<file path="src/rtl/operand_buffer.sv">
// Multi-thread operand staging buffer: one first-word-fall-through FIFO per thread,
// valid/ready handshake on both sides and a per-thread squash.
module operand_buffer #(
  parameter int NUM_THREADS = 2,
  parameter int DEPTH       = 2,
  parameter int WORD_WIDTH  = 32,
  parameter int CR_WIDTH    = 4,
  parameter int TID_WIDTH   = (NUM_THREADS > 1) ? $clog2(NUM_THREADS) : 1
) (
  input  logic                   clk,
  input  logic                   reset,
  input  logic                   wr_valid,
  output logic                   wr_ready,
  input  logic [TID_WIDTH-1:0]   wr_thread,
  input  logic [WORD_WIDTH-1:0]  wr_a,
  input  logic [WORD_WIDTH-1:0]  wr_b,
  input  logic [WORD_WIDTH-1:0]  wr_c,
  input  logic                   wr_cin,
  input  logic [CR_WIDTH-1:0]    wr_cr,
  input  logic [TID_WIDTH-1:0]   rd_thread,
  input  logic                   rd_ready,
  output logic                   rd_valid,
  output logic [WORD_WIDTH-1:0]  rd_a,
  output logic [WORD_WIDTH-1:0]  rd_b,
  output logic [WORD_WIDTH-1:0]  rd_c,
  output logic                   rd_cin,
  output logic [CR_WIDTH-1:0]    rd_cr,
  input  logic [NUM_THREADS-1:0] flush,
  output logic [NUM_THREADS-1:0] empty,
  output logic [NUM_THREADS-1:0] full
);

  localparam int CNT_W     = $clog2(DEPTH + 1);
  localparam int PTR_W     = (DEPTH > 1) ? $clog2(DEPTH) : 1;
  localparam int TID_SPACE = 1 << TID_WIDTH;

  typedef struct packed {
    logic [WORD_WIDTH-1:0] a;
    logic [WORD_WIDTH-1:0] b;
    logic [WORD_WIDTH-1:0] c;
    logic                  cin;
    logic [CR_WIDTH-1:0]   cr;
  } bundle_t;

  bundle_t          mem   [NUM_THREADS][DEPTH];
  logic [PTR_W-1:0] head  [NUM_THREADS];
  logic [PTR_W-1:0] tail  [NUM_THREADS];
  logic [CNT_W-1:0] count [NUM_THREADS];

  // Per-thread acceptance flags, padded to the full id space so that
  // unused ids index a zero bit instead of needing a range compare.
  logic [TID_SPACE-1:0]   wr_ok;
  logic [TID_SPACE-1:0]   rd_ok;
  logic [NUM_THREADS-1:0] wr_sel;
  logic [NUM_THREADS-1:0] rd_sel;
  bundle_t                wr_bundle;
  bundle_t                head_q;

  function automatic logic [PTR_W-1:0] ptr_next(input logic [PTR_W-1:0] p);
    return (p == PTR_W'(DEPTH - 1)) ? '0 : p + PTR_W'(1);
  endfunction

  always_comb begin
    empty = '0;
    full  = '0;
    wr_ok = '0;
    rd_ok = '0;
    for (int unsigned t = 0; t < NUM_THREADS; t++) begin
      empty[t] = (count[t] == '0);
      full[t]  = (count[t] == CNT_W'(DEPTH));
      wr_ok[t] = !full[t] && !flush[t];
      rd_ok[t] = !empty[t] && !flush[t];
    end
  end

  assign wr_ready = wr_ok[wr_thread];
  assign rd_valid = rd_ok[rd_thread];

  always_comb begin
    wr_sel = '0;
    rd_sel = '0;
    for (int unsigned t = 0; t < NUM_THREADS; t++) begin
      wr_sel[t] = wr_valid && wr_ready && (wr_thread == TID_WIDTH'(t));
      rd_sel[t] = rd_ready && rd_valid && (rd_thread == TID_WIDTH'(t));
    end
  end

  always_comb begin
    head_q = '0;
    for (int unsigned t = 0; t < NUM_THREADS; t++) begin
      if (rd_valid && (rd_thread == TID_WIDTH'(t))) begin
        head_q = mem[t][head[t]];
      end
    end
  end

  assign wr_bundle = '{a: wr_a, b: wr_b, c: wr_c, cin: wr_cin, cr: wr_cr};
  assign rd_a      = head_q.a;
  assign rd_b      = head_q.b;
  assign rd_c      = head_q.c;
  assign rd_cin    = head_q.cin;
  assign rd_cr     = head_q.cr;

  always_ff @(posedge clk) begin
    for (int unsigned t = 0; t < NUM_THREADS; t++) begin
      if (wr_sel[t]) begin
        mem[t][tail[t]] <= wr_bundle;
      end
    end
  end

  always_ff @(posedge clk or negedge reset) begin
    if (!reset) begin
      for (int unsigned t = 0; t < NUM_THREADS; t++) begin
        head[t]  <= '0;
        tail[t]  <= '0;
        count[t] <= '0;
      end
    end else begin
      for (int unsigned t = 0; t < NUM_THREADS; t++) begin
        if (flush[t]) begin
          head[t]  <= '0;
          tail[t]  <= '0;
          count[t] <= '0;
        end else begin
          if (wr_sel[t]) tail[t] <= ptr_next(tail[t]);
          if (rd_sel[t]) head[t] <= ptr_next(head[t]);
          if (wr_sel[t] && !rd_sel[t]) begin
            count[t] <= count[t] + CNT_W'(1);
          end else if (!wr_sel[t] && rd_sel[t]) begin
            count[t] <= count[t] - CNT_W'(1);
          end
        end
      end
    end
  end

endmodule

</file>
<file path="config.mk">
export PLATFORM = sky130hd
export DESIGN_NAME = operand_buffer
export DESIGN_NICKNAME = d
export VERILOG_FILES = /design/src/rtl/operand_buffer.sv
export SDC_FILE = /design/constraint.sdc
export NUM_CORES = 1
export LEC_CHECK = 0
export CAP_MARGIN = 30
export CELL_PAD_IN_SITES_DETAIL_PLACEMENT = 1
export CELL_PAD_IN_SITES_GLOBAL_PLACEMENT = 1
export CORE_ASPECT_RATIO = 0.8
export CORE_MARGIN = 4
export CORE_UTILIZATION = 25
export DETAILED_ROUTE_END_ITERATION = 10
export PLACE_DENSITY = 0.46
export SKIP_CTS_REPAIR_TIMING = 1
export SLEW_MARGIN = 0
export SYNTH_ARGS = -nofsm -noshare
export SYNTH_HDL_FRONTEND = slang
export SYNTH_SLANG_ARGS = --single-unit
</file>
<file path="constraint.sdc">
create_clock -name clk -period 18 [get_ports clk]
set_input_delay 2.7 -clock clk [delete_from_list [all_inputs] [get_ports clk]]
set_output_delay 2.7 -clock clk [all_outputs]
set_load 0.01 [all_outputs]
</file>
---- Yosys cells after proc, flatten, opt, wreduce, memory -nomap -nowiden ----
Memory sizes are Yosys's and may differ from the RTL's.
Cells that the tools add are included.
storage, ports and cells
  register bits after elaboration ......... 8
  bits in writable memories ............... 404
  output and inout port bits .............. 107
  memories ................................ 1
memory list
  name  depth  width  rd ports  clocked after Yosys merged registers in  wr ports  RTL line  RTL
  mem   2      202    2         0                                        1         45        bundle_t mem [NUM_THREADS][DEPTH];
cells by class
  $add $sub $neg .......................... 8
  magnitude comparators ................... 8
  eq/ne operators ......................... 2
  multiplexer cells ....................... 41
  bitwise operators ....................... 6
  reductions and logical operators ........ 37
operators by type and width
  cell                                                                   count
  101-bit 2-to-1 mux                                                     10
  202-bit 2-to-1 mux                                                     4
  101-bit demux with 1-bit select                                        2
  202-bit OR reduction                                                   1
  1-bit 2-to-1 mux                                                       19
  1-bit logical AND                                                      18
  2-bit 2-to-1 mux                                                       6
  1-bit zero test                                                        10
  2-bit >= comparator (second input constant)                            4
  1-bit inverter with 2-bit output                                       4
  2-bit nonzero test                                                     4
  3-bit nonzero test                                                     2
  1-bit adder (second input constant)                                    4
  2-bit by 1-bit adder with 2-bit output (second input constant)         2
  2-bit == test (second input constant)                                  2
  2-bit zero test                                                        2
  1-bit by 2-bit < comparator with 1-bit output (second input constant)  2
  2-bit by 1-bit < comparator with 1-bit output (second input constant)  2
  2-bit by 1-bit subtractor with 2-bit output (second input constant)    2
  1-bit inverter                                                         2

---- Logic depth before layout (Yosys ltp) ----
  word-level depth ........................ 12
  mapped depth ............................ 6

---- Worst setup path after synthesis ----
Ideal clock, no wire load.
  path type ............................... input -> register
  start ................................... input port wr_thread
  end ..................................... memory mem[0][0] in the netlist's numbering, enable pin
  library setup time ...................... 0.842 ns
  arrival time ............................ 13.285 ns
  required time ........................... 17.158 ns
  setup slack ............................. 3.872 ns
  stages .................................. 2
  path buffers ............................ 0
  cells stage by stage .................... nand2b_1 > nor4b_1
between the ends
  longest elaborated chain between the ends .. 8
  elaborated cells on any way between the ends .. 13
RTL lines
  item                                                                     RTL line  RTL
  start: declaration                                                       14        input logic [TID_WIDTH-1:0] wr_thread,
  1-bit 2-to-1 mux (not written as such) (2 in a row)                      76        assign wr_ready = wr_ok[wr_thread];
  1-bit logical AND (2 in a row)                                           83        wr_sel[t] = wr_valid && wr_ready && (wr_thread == TID_WIDTH'(t));
  1-bit 2-to-1 mux                                                         106       if (wr_sel[t]) begin
  202-bit 2-to-1 mux (not written as such)                                 107       mem[t][tail[t]] <= wr_bundle;
  202-bit OR reduction (no source line)                                    -
  1-bit 2-to-1 mux (no source line) or 202-bit 2-to-1 mux (tied branches)  -
  end: declaration                                                         45
Several ways; a longest one is shown, not always the timed one. The select of a mux whose other input is x is not followed.

---- Worst setup path in the final report ----
  start ................................... input port flush[1]
  end ..................................... output port rd_b[17]
between the ends
  longest elaborated chain between the ends .. 7
  elaborated cells on any way between the ends .. 8
RTL lines
  item                                                     RTL line  RTL
  start: declaration                                       28        input logic [NUM_THREADS-1:0] flush,
  1-bit zero test (*)                                      72        rd_ok[t] = !empty[t] && !flush[t];
  1-bit logical AND (*)                                    72
  1-bit 2-to-1 mux (not written as such) (*) (2 in a row)  77        assign rd_valid = rd_ok[rd_thread];
  1-bit logical AND                                        91        if (rd_valid && (rd_thread == TID_WIDTH'(t))) begin
  101-bit 2-to-1 mux                                       91
  101-bit 2-to-1 mux (*)                                   91
  end: declaration                                         24        output logic [WORD_WIDTH-1:0] rd_b,
Mark *: on every way between the ends. The rest lies on a longest branch, timed or not. The select of a mux whose other input is x is not followed.

==> metrics.txt <==
Core Region=around 63000 sq um; worst slack at placement=between 9 and 10 ns; Total GRT Usage=between 10% and 20%; Core Rows=82; kind of critical path=input pin to primary output; reg-to-reg endpoint=mem[0][58]; max-slew violations=0; clock-pin slew on the worst setup and hold paths=0.06 ns; cts bufs inserted=46; P_int=roughly 1600 uW; PwrDens=a little over 100 nW/um^2; wire length on met1=roughly 18000 um; placed insts=about 1800; sequential-to-total area share from yosys stat=around three quarters; EDFF count, synth=404; switching share of power=21.6%; synth top area cells=edfxtp_1, mux2i_1, o22ai_2; Arr. time, crit path=~6.0 ns; Psw=about 450 uW; crit path to=rd_b[17]; combinational power share=6.7%; drt wl/cell=21.5 um; clock power share=slightly above 40%; Worst Setup SP=flush[1]; Placer Congestion=0.647; unrepaired setup endpoints after global routing=false; Layout area overhead=27.8%; Synth area leader=edfxtp_1; Max-slew headroom=39.1%; main flop type after synthesis=edfxtp_1; Yosys warnings=0; I/O pin count=216; Leak=0.00611 uW; post-synth net total=926; status=complete, no violations; RR Startpoint=count[3]; final critical-path share of the clock period=a little under 50%; Synth Cell Area=approximately 16000 sq um; Synth Area in Simple Gates=1.01%; r2r setup slk=15.14 ns; clock sinks=412; clk buf depth=3; CTS root buffer=clkbuf_16; GRT Residual Overflow=0; TritonRoute pass-1 iters=4; top sig layer=met5; number of global-route vias before repair=9012; max_cap viols=0; crit start category=input pin; fin crit period=8.67 ns; maximum clock frequency=115 MHz; Hold WC Path Type=flip-flop to flip-flop; Compound-Gate Fraction of Synth Area=7.34%; Tot Pwr=between 2000 and 2500 uW; top cell type's share of synthesized area=75.6%; Post-Synth XOR/XNOR Area=0%; H-tree Lvls=2; Post-synth ARST share=under 10%; largest net degree at the start of global routing=52; Met3 Routed Length=1960 um; Vias/cell=4.31; Post-DRT Antenna Nets=0; post-synth cell types=29; non-filler cells, final=~1900; Hold Vio Cnt, Final=0; antenna violations before repair=4; first-pass GRT wire length=between 60000 and 70000 um; Port Buffers=215; setup TNS=0 ns; nets@finish=1155; mux cell area share after synthesis=12.7%; Setup Skew=0.00922 ns; Crit. End Element=primary output; fin worst setup slack=9.33 ns; Slew @ Worst Pin=0.913 ns; DRC=0; die footprint=around 70000 sq um; Adder-Cell Fraction of Synth Area=0%; WP data required=15.30 ns; FF+latch count, synth=412; CTS tree=yes; met2 WL=20500 um; Filler cells=6393; worst skew pair latency=0.55 ns; main combinational cell family by area after synthesis=multiplexers; Detailed Route Iter0 Violations=388; Final setup viols=0; total number of vias=8292; Avg Cell Area, Syn=a little under 20 sq um; Synth Instances=817; Crit Path Max Fanout=40; sequential power share=between 50 and 60%; Post-DP HPWL=24200 um; VDD IR max=0.0000484 V; final core occ=32.5%; DIE HEIGHT=235 um; Routed WL=41300 um; Starting Density=between 20% and 30%; Die X=291 um; share of cells above drive strength 1=between 10 and 15%; reg2reg path depth=4
## stage by stage
| step | cell area (sq um) | hold slack (ns) |
|---|---|---|
| floorplan | 16000 | 0.531 |
| global placement | 19100 | 0.568 |
| detailed placement | 19200 | 0.589 |
| CTS | 20500 | 0.599 |
| global route | 20500 | 0.625 |
| finish | 20500 | 0.600 |
## metal layers
metal | track usage [%] | up-vias
met1 | 15.0 | 4282
met3 | 3.17 | 66
li1 | - | 3787
met2 | 20.3 | 151
met5 | 0 | -
met4 | 3.15 | 6
## layout make-up
type	instances	area, sq um	share of cell area (%)
Tap cell	840	1050	5.12
Inverter	4	15.0	0.0732
Multi-Input combinational cell	349	3420	16.7
Clock buffer	57	1210	5.92
Timing Repair Buffer	233	2330	11.3
Clock inverter	24	138	0.671
Sequential cell	412	12300	60.2
Antenna cell	3	7.51	0.0366
## worst min-delay path by stage
| stage | start | end | slack (ns) | cells past startpoint |
|---|---|---|---|---|
| 4_1_cts | tail[1] | tail[1] | 0.60 | 2 |
| 6_report | tail[0] | tail[0] | 0.60 | 2 |
| 2_1_floorplan | tail[1] | tail[1] | 0.53 | 2 |
| 3_3_place_gp | tail[0] | tail[0] | 0.57 | 2 |
| 5_1_grt | tail[1] | tail[1] | 0.62 | 2 |
| 3_5_place_dp | tail[0] | tail[0] | 0.59 | 2 |
## worst max-delay path, cell delays in order
cell             delay [ns]
clkdlybuf4s50_1        0.67
or3_4                  0.55
buf_4                  0.60
buf_4                  0.71
o22ai_2                0.17
clkdlybuf4s50_1        0.53
## sequential cells by signal, summed over array words and instances, names as in the netlist
| register | flops |
|---|---|
| count | 4 |
| head | 2 |
| mem | 404 |
| tail | 2 |
## power by group through the flow
stage	logic [uW]	registers, uW	clock network, uW
2_1_floorplan	66.2	1110	0
3_3_place_gp	142	1110	0
3_5_place_dp	144	1110	0
4_1_cts	145	1090	896
5_1_grt	152	1090	936
6_report	139	1090	858
## cell usage in the layout (no fill, tap or decap), types with 3 or more instances in the layout
cell	n
or3_1	4
o22ai_1	32
diode_2	3
nor2_1	3
edfxtp_1	404
clkinv_1	11
buf_4	16
clkbuf_1	10
clkdlybuf4s50_1	215
dfrtp_1	6
o311ai_0	4
nor2b_1	3
o21ai_0	4
o22ai_2	69
a21oi_1	4
inv_1	4
clkbuf_16	47
mux2i_1	202
clkinv_2	10
nand2_1	4
## Yosys cell counts (3+ instances only)
master      n
a21oi_1     4
buf_2      22
buf_6      12
clkbuf_1   17
dfrtp_1     8
edfxtp_1  404
inv_1       4
mux2i_1   202
nand2_1     4
nor2_1      3
nor2b_1     3
o21ai_0     4
o22ai_1    32
o22ai_2    69
o311ai_0    4
or3_1       6
## logic make-up after synthesis
kind of cell,count (synthesis)
mux,204
simple gates,27
compound gates,118
buf+inv,56
flops,412
Power figures use the tool's default switching activity.
